### config.mk
export PLATFORM = sky130hd
export DESIGN_NAME = ntt_addr_scheduler
export DESIGN_NICKNAME = d
export VERILOG_FILES = /design/src/rtl/ntt_addr_scheduler.sv
export SDC_FILE = /design/constraint.sdc
export NUM_CORES = 1
export LEC_CHECK = 0
export CORE_UTILIZATION = 35
export DETAILED_ROUTE_END_ITERATION = 10
export DONT_BUFFER_PORTS = 1
export PLACE_DENSITY = 0.56
export SLEW_MARGIN = 20
export SYNTH_ARGS = -nofsm -noshare
export SYNTH_HDL_FRONTEND = slang
export SYNTH_SLANG_ARGS = --single-unit
### constraint.sdc
create_clock -name clk -period 3.25 [get_ports clk]
set_input_delay 0.975 -clock clk [delete_from_list [all_inputs] [get_ports clk]]
set_output_delay 0.975 -clock clk [all_outputs]
set_load 0.005 [all_outputs]
### src/rtl/ntt_addr_scheduler.sv
// Address sequencer for a 512-point mixed-radix NTT over a 4-bank memory map.
// Four radix-4 stages, then one radix-2 stage, with a drain gap between stages.
module ntt_addr_scheduler #(
  parameter int ADDR_W    = 9,
  parameter int CNT_W     = 7,
  parameter int R4_STAGES = 4,
  parameter int GAP_CYC   = 6
) (
  input  logic              clk,
  input  logic              rst,
  input  logic              start,
  input  logic              stall,
  output logic              busy,
  output logic              done,
  output logic [2:0]        stage,
  output logic              radix2,
  output logic [ADDR_W-1:0] addr_0,
  output logic [ADDR_W-1:0] addr_1,
  output logic [ADDR_W-1:0] addr_2,
  output logic [ADDR_W-1:0] addr_3,
  output logic              addr_valid,
  output logic              map_valid,
  output logic [CNT_W-1:0]  tw_exp
);

  typedef enum logic [1:0] {
    S_IDLE,
    S_RUN,
    S_GAP,
    S_DONE
  } state_t;

  localparam logic [CNT_W-1:0] CNT_LAST = '1;
  localparam logic [3:0] GAP_LAST =
    4'(GAP_CYC == 0 ? 0 : GAP_CYC - 1);
  localparam logic [2:0] LAST_STAGE = 3'(R4_STAGES);

  state_t            state_q, state_d;
  logic [CNT_W-1:0]  cnt_q, cnt_d;
  logic [2:0]        stage_q, stage_d;
  logic [3:0]        gap_q, gap_d;
  logic              issue;
  logic              adv;

  logic [3:0][ADDR_W-1:0] lane_d;
  logic [CNT_W-1:0]       tw_d;
  logic [ADDR_W-1:0]      hi;
  logic [CNT_W-1:0]       lo;

  logic [3:0][ADDR_W-1:0] addr_q;
  logic [CNT_W-1:0]       tw_q;
  logic                   av_q;
  logic                   mv_q;

  always_ff @(posedge clk or posedge rst) begin
    if (rst) begin
      state_q <= S_IDLE;
      cnt_q   <= '0;
      stage_q <= '0;
      gap_q   <= '0;
    end else begin
      state_q <= state_d;
      cnt_q   <= cnt_d;
      stage_q <= stage_d;
      gap_q   <= gap_d;
    end
  end

  always_comb begin
    state_d = state_q;
    cnt_d   = cnt_q;
    stage_d = stage_q;
    gap_d   = gap_q;
    issue   = 1'b0;
    adv     = 1'b0;
    unique case (state_q)
      S_IDLE: begin
        if (start) begin
          state_d = S_RUN;
          cnt_d   = '0;
          stage_d = '0;
        end
      end
      S_RUN: begin
        if (!stall) begin
          issue = 1'b1;
          cnt_d = cnt_q + CNT_W'(1);
          if (cnt_q == CNT_LAST) begin
            gap_d = '0;
            if (GAP_CYC == 0) adv = 1'b1;
            else state_d = S_GAP;
          end
        end
      end
      S_GAP: begin
        if (gap_q == GAP_LAST) adv = 1'b1;
        else gap_d = gap_q + 4'd1;
      end
      S_DONE: begin
        state_d = S_IDLE;
        stage_d = '0;
      end
      default: state_d = S_IDLE;
    endcase
    // Stage advance is shared by the gap expiry and the zero-gap path
    if (adv) begin
      if (stage_q == LAST_STAGE) begin
        state_d = S_DONE;
      end else begin
        state_d = S_RUN;
        stage_d = stage_q + 3'd1;
        cnt_d   = '0;
      end
    end
  end

  // Radix-4 stage s: the lane index is spliced in above the low
  // (CNT_W-2s) counter bits; every shift is a per-stage constant.
  always_comb begin
    for (int i = 0; i < 4; i++) begin
      lane_d[i] = ADDR_W'({cnt_q, 2'(i)});
    end
    tw_d = '0;
    hi   = '0;
    lo   = '0;
    for (int s = 0; s < R4_STAGES; s++) begin
      if (stage_q == 3'(s)) begin
        lo = cnt_q & CNT_W'((1 << (CNT_W - 2*s)) - 1);
        hi = ADDR_W'(cnt_q >> (CNT_W - 2*s))
             << (CNT_W - 2*s + 2);
        for (int i = 0; i < 4; i++) begin
          lane_d[i] = hi
                    | (ADDR_W'(i) << (CNT_W - 2*s))
                    | ADDR_W'(lo);
        end
        tw_d = lo << (2*s);
      end
    end
  end

  always_ff @(posedge clk or posedge rst) begin
    if (rst) begin
      addr_q <= '0;
      tw_q   <= '0;
      av_q   <= 1'b0;
      mv_q   <= 1'b0;
    end else begin
      av_q <= issue;
      mv_q <= av_q;
      if (issue) begin
        addr_q <= lane_d;
        tw_q   <= tw_d;
      end
    end
  end

  assign busy       = (state_q == S_RUN) || (state_q == S_GAP);
  assign done       = (state_q == S_DONE);
  assign stage      = stage_q;
  assign radix2     = (stage_q == LAST_STAGE);
  assign addr_0     = addr_q[0];
  assign addr_1     = addr_q[1];
  assign addr_2     = addr_q[2];
  assign addr_3     = addr_q[3];
  assign addr_valid = av_q;
  assign map_valid  = mv_q;
  assign tw_exp     = tw_q;

endmodule
# [Word-level counts from Yosys, hierarchy flattened]
# Cells that the tools add are included.
[totals] elab_cells=79 output_inout_bits=51 in_bits=4 regBits=61
[op_classes] mux=31 add_sub_neg=3 n_eq_ne=15 bitwise=12 reduce_logical=7
[ops] op="two-way mux 36 bit" n=4
[ops] op="two-way mux 7 bit" n=8
[ops] op="bitwise OR 9 x 1 -> 9 bit" n=4
[ops] op="bitwise OR 9 x 3 -> 9 bit" n=4
[ops] op="bitwise OR 9 x 5 -> 9 bit" n=4
[ops] op="case mux 7 bit (2 select lines)" n=1
[ops] op="two-way mux 4 bit" n=3
[ops] op="two-way mux 2 bit" n=5
[ops] op="two-way mux 3 bit" n=3
[ops] op="inequality test 3 bit (second input constant)" n=3
[ops] op="case mux 4 bit (2 select lines)" n=1
[ops] op="AND reduction 4 bit" n=2
[ops] op="adder 7 x 1 -> 7 bit (second input constant)" n=1
[ops] op="== test 7 bit (second input constant)" n=1
[ops] op="== test 3 x 2 -> 1 bit (second input constant)" n=2
[ops] op="inequality test 2 bit (second input constant)" n=3
[ops] op="case mux 2 bit (3 select lines)" n=1
[ops] op="case mux 3 bit (2 select lines)" n=1
[ops] op="adder 4 x 1 -> 4 bit (second input constant)" n=1
[ops] op="== test 2 bit (second input constant)" n=2
[ops] op="== test 4 x 3 -> 1 bit (second input constant)" n=1
[ops] op="two-way mux 1 bit" n=4
[ops] op="nonzero test 4 bit" n=1
[ops] op="adder 3 x 1 -> 3 bit (second input constant)" n=1
[ops] op="other kinds (7)" n=7

# [Longest topological paths before layout]
[depth] word_depth=5 mapped_depth=10

# [Worst setup path after synthesis]
# OpenSTA, ideal clock, no wires.
[synth_path] kind="register to register" start="register stage_q[0] (netlist: stage[0])" end="register addr_q, in the netlist addr_1[5]" t_arrival_ps=2032 period_less_slack_ps=2155 slack_ps=1095 path_buffers=3 setup_time_ps=123 stages_incl_launch_ff=10 cell_sequence="dfrtp_1 -> ha_1 -> ha_1 -> buf_2 -> or3_4 -> buf_6 -> or3_1 -> buf_2 -> o22ai_1 -> o21ai_1"
[synth_between] elab_chain_cells=5
[synth_lines] element="start: declaration" line_no="40" rtl="logic [2:0] stage_q, stage_d;"
[synth_lines] element="start signal: assignment" line_no="64" rtl="stage_q <= stage_d;"
[synth_lines] element="zero test 3 bit" line_no="127" rtl="if (stage_q == 3'(s)) begin"
[synth_lines] element="two-way mux 36 bit (3 in series)" line_no="127"
[synth_lines] element="two-way mux 36 bit (*)" line_no="127"
[synth_lines] element="end signal: assignment" line_no="151" rtl="addr_q <= lane_d;"
[synth_lines] element="end: declaration" line_no="50" rtl="logic [3:0][ADDR_W-1:0] addr_q;"
# Every way passes the cells marked *; elsewhere a longest branch is shown, timed or not.
# A chain may end at the register's enable or synchronous reset.

# [Final worst setup path]
[layout_path] start="register stage_q[0] (netlist: stage[0])" end="output radix2"
[layout_between] elab_chain_cells=1
[layout_lines] element="== test 3 bit" line_no="160" rtl="assign radix2 = (stage_q == LAST_STAGE);"
[layout_lines] element="end: declaration" line_no="16" rtl="output logic radix2,"
# Every way passes these cells.

==> summary.md <==
| Metric | Value |
|---|---|
| Status | completed |
| Most Crowded Layer GR | met2 |
| Number of H-tree levels | 2 |
| Drt wl/cell | 15.4 µm |
| Ant. Diodes | 0 |
| Worst-Skew Late Latency | 0.31 ns |
| Via density | 5.28 |
| Main synth FF type | dfrtp_1 |
| Final setup vio count | 0 |
| Gates resized, CTS repair | 0 |
| CTS tree | done |
| Worst rel slew slack | 0.362 |
| Final Instance Area | 0.00256 mm² |
| Critical Path AT | 1.52 ns |
| Crit-path max cell delay | ~0.46 ns |
| Post-synthesis mux area share | 0.0206 |
| Final-report hold violation count | 0 |
| HPWL Detailed | 3.82 mm |
| Complex-gate fraction of the synthesized area | 0.188 |
| Nets@finish | around 270 |
| Ranking of synthesized cells by area | dfrtp_1 (44%), ha_1 (5.9%), nand2_1 (5.3%), buf_4 (4.7%), nor2_1 (4.0%) |
| Gr ovfl total | 0 |
| Synth cell types | 47 |
| Layout area overhead | 0.245% |
| Met2 GRT Util | 0.252 |
| TritonCTS Buffers | 5 |
| Sequential Power Share | 0.567 |
| CTS Buffer Depth | 2 |
| Buf+Inv Stages, Crit Path | 2 |
| Ys Warns | 0 |
| Worst-Margin Slew | 0.956 ns |
| P_sw | 576 µW |
| Register area | 0.00113 mm² |
| Worst clock skew | 0.00890 ns |
| Vias in the first global route | 1870 |
| Hold Path Class | flop to flop |
| VDD IR max | 0.240 mV |
| Main combinational cell family by area after synthesis | compound AO/OA/AOI/OAI gates |
| # fillers | 750 |
| RSZ-0062 raised after global routing | false |
| CP required | between 2 and 2.5 ns |
| Post-Synth Adder-Cell Area | 0.0589 |
| Clock root cell | clkbuf_8 |
| CP cell instances | inv_1 -> ha_1 -> nand2_1 -> inv_1 |
| Post-synth EDFFs | 0 |
| Drt first-iter violations | approximately 120 |
| Switching Share | 0.372 |
| Clock share of power | 0.242 |
| Slew Viols, Final | 0 |
| Post-synthesis async set-or-reset flop share | 1.00 |
| GRT Overall Usage | 0.156 |
| Via count | 1874 |
| Post-Route WL | 5.47 mm |
| Setup ws final | 0.755 ns |
| CP Class | flop to primary output |
| Synthesized area per cell | 8.92 µm² |
| Post-CTS Hold Buffers | 0 |
| Pint | about 970 µW |
| CP max-delay cell | dfrtp_1 |
| Synthesized flop and latch total | 45 |
| Layout cell share with drive strength beyond 1 | 0.0579 |
| CTS clk-pin slew, worst paths | 0.10 ns |
| Met1 GRT Util | 0.199 |
| TNS Setup | 0 ns |
| Mapped Nets | 302 |
| Nature of the critical path endpoint | primary output |
| Rows | 30 |
| I/O Buffers | 0 |
| Setup slack at placement | 1.06 ns |
| Sequential element share of the synthesized area | 0.441 |
| Core Area | 0.00691 mm² |
| Min cycle time layout | between 2 and 2.5 ns |
| Drt drc | 0 |
| Initial Util | 0.369 |
| Simple-gate portion of the synthesized area | 0.183 |
| Area leader, netlist | dfrtp_1 |
| First-pass GRT wire length | slightly above 9 mm |
| Antenna Nets Post-Route | 0 |
| Max-cap violations | 0 |
| Leakage power | 1.16 nW |
| Initial antenna violation count | 0 |
| Fin crit share | 0.768 |
| Post-synth top area share | 0.441 |
| CTS Sinks | 45 |
| Area occupied by multi-input gates | between 0.001 and 0.0015 mm² |
| Post-Synth XOR/XNOR Area | 0 |
| Cell mode on critical path | inv_1 |
| Full die area | 0.00763 mm² |
| IO Count | 55 |
| GR Util met3 | 0.0360 |
| Horiz. Die Dim | 87.4 µm |
| GP Congestion | 0.804 |
| # Post-CTS Setup Buffers | 0 |
| P per Cell Area | 605 mW/mm² |
| DIE HEIGHT | slightly below 90 µm |
| CP delay by family, top | flip-flops |
| Dpl cell area | 0.00246 mm² |
| CP max FO | 10 |
| Comb power frac | 0.192 |
| Synth Cell Area | 0.00255 mm² |
| Worst setup SP type | flop |
| Largest net degree at the start of global routing | 46 |
| Synth Instances | around 290 |
| Max Clock Freq | roughly 400 MHz |
| Router iterations before antenna repair | 5 |
final timing paths:
path                                 start  slack (ns)  cells past startpoint   endpoint
worst max-delay path              stage[0]        0.75                      4     radix2
worst min-delay path            addr_valid        0.41                      0  map_valid
worst max register to register    stage[0]        1.07                      6  addr_1[5]
worst min register to register  addr_valid        0.41                      0  map_valid
max in group asynchronous              rst        1.91                      1  addr_0[7]
min in group asynchronous              rst        0.74                      1   gap_q[3]
synthesized netlist by cell type, types with 3 or more instances:
cell      number
a21oi_1       18
clkbuf_1      12
nand3_1        7
o21a_1         4
o21ai_1        3
nand2b_1       9
nor3_1         6
nor2_1        27
mux2i_1        3
a311oi_1       3
buf_2          7
inv_1         14
dfrtp_1       45
buf_4         16
ha_1          12
o21ai_0       19
a22o_1         4
nand2_1       36
cell type report:
cell class,count,share of cell area
repair buffers,2,0.00587
inverters,14,0.0205
clock inverters,3,0.00978
well taps,96,0.0470
flip-flops and latches,45,0.440
multi-input cells,190,0.450
clock buffers,5,0.0269
worst reg2reg max path, stage by stage (launching register included):
cell and delay [ns]:
dfrtp_1 0.46, ha_1 0.23, ha_1 0.27, or3_4 0.44, or3_1 0.42, o22ai_1 0.18, o21ai_1 0.07
per-layer routing:
metal,share of wire,up-vias
met5,0,-
li1,-,917
met4,0.023,0
met1,0.48,894
met3,0.048,12
met2,0.45,51
registers in the layout (all words and copies together) (netlist names):
| register | cells |
|---|---|
| addr_1 | 5 |
| addr_2 | 5 |
| tw_exp | 7 |
| state_q | 2 |
| cnt_q | 7 |
| stage | 3 |
| addr_0 | 9 |
| addr_3 | 1 |
| map_valid | 1 |
| addr_valid | 1 |
| gap_q | 4 |
per-stage QoR:
step / hold WS [ns] / util / std cells / power [mW]
after floorplan: 0.376 / - / 286 / 1.15
after detailed placement: 0.392 / 0.357 / 347 / 1.19
after global placement: 0.392 / 0.357 / 347 / 1.19
after global routing: 0.430 / 0.370 / 355 / 1.67
final: 0.408 / 0.370 / 355 / 1.55
after CTS: 0.414 / 0.370 / 355 / 1.57
power by group through the flow:
stage	logic, mW	registers, mW	clock network, mW
after global placement	0.295	0.891	0
after CTS	0.299	0.881	0.387
after floorplan	0.373	0.778	0
final	0.296	0.876	0.374
after detailed placement	0.298	0.893	0
after global routing	0.346	0.910	0.413
kinds of logic after synthesis:
group,Yosys count
buffers and inverters,51
AOI/OAI and AO/OA,74
adders and majority gates,12
DFF,45
and+or+nand+nor,99
muxes,5
placed cells by master, fill, tap and decap left out, types with 2 or more instances in the layout:
cell type	count
a21o_1	2
nand3b_1	2
ha_1	12
a32o_1	2
inv_1	13
o21ai_1	3
o21a_1	4
nor2b_1	2
dfrtp_1	45
a41oi_1	2
nor3_1	6
nor2_1	27
mux2i_1	3
buf_4	2
nand4_1	2
nand4b_1	2
nand2_1	36
a32oi_1	2
mux2_2	2
o211ai_1	2
a21oi_1	18
o21ai_0	19
o22ai_1	2
nand3_1	7
clkbuf_8	5
nand2b_1	9
a22o_1	4
a311oi_1	3
(Power assumes the default switching activity.)
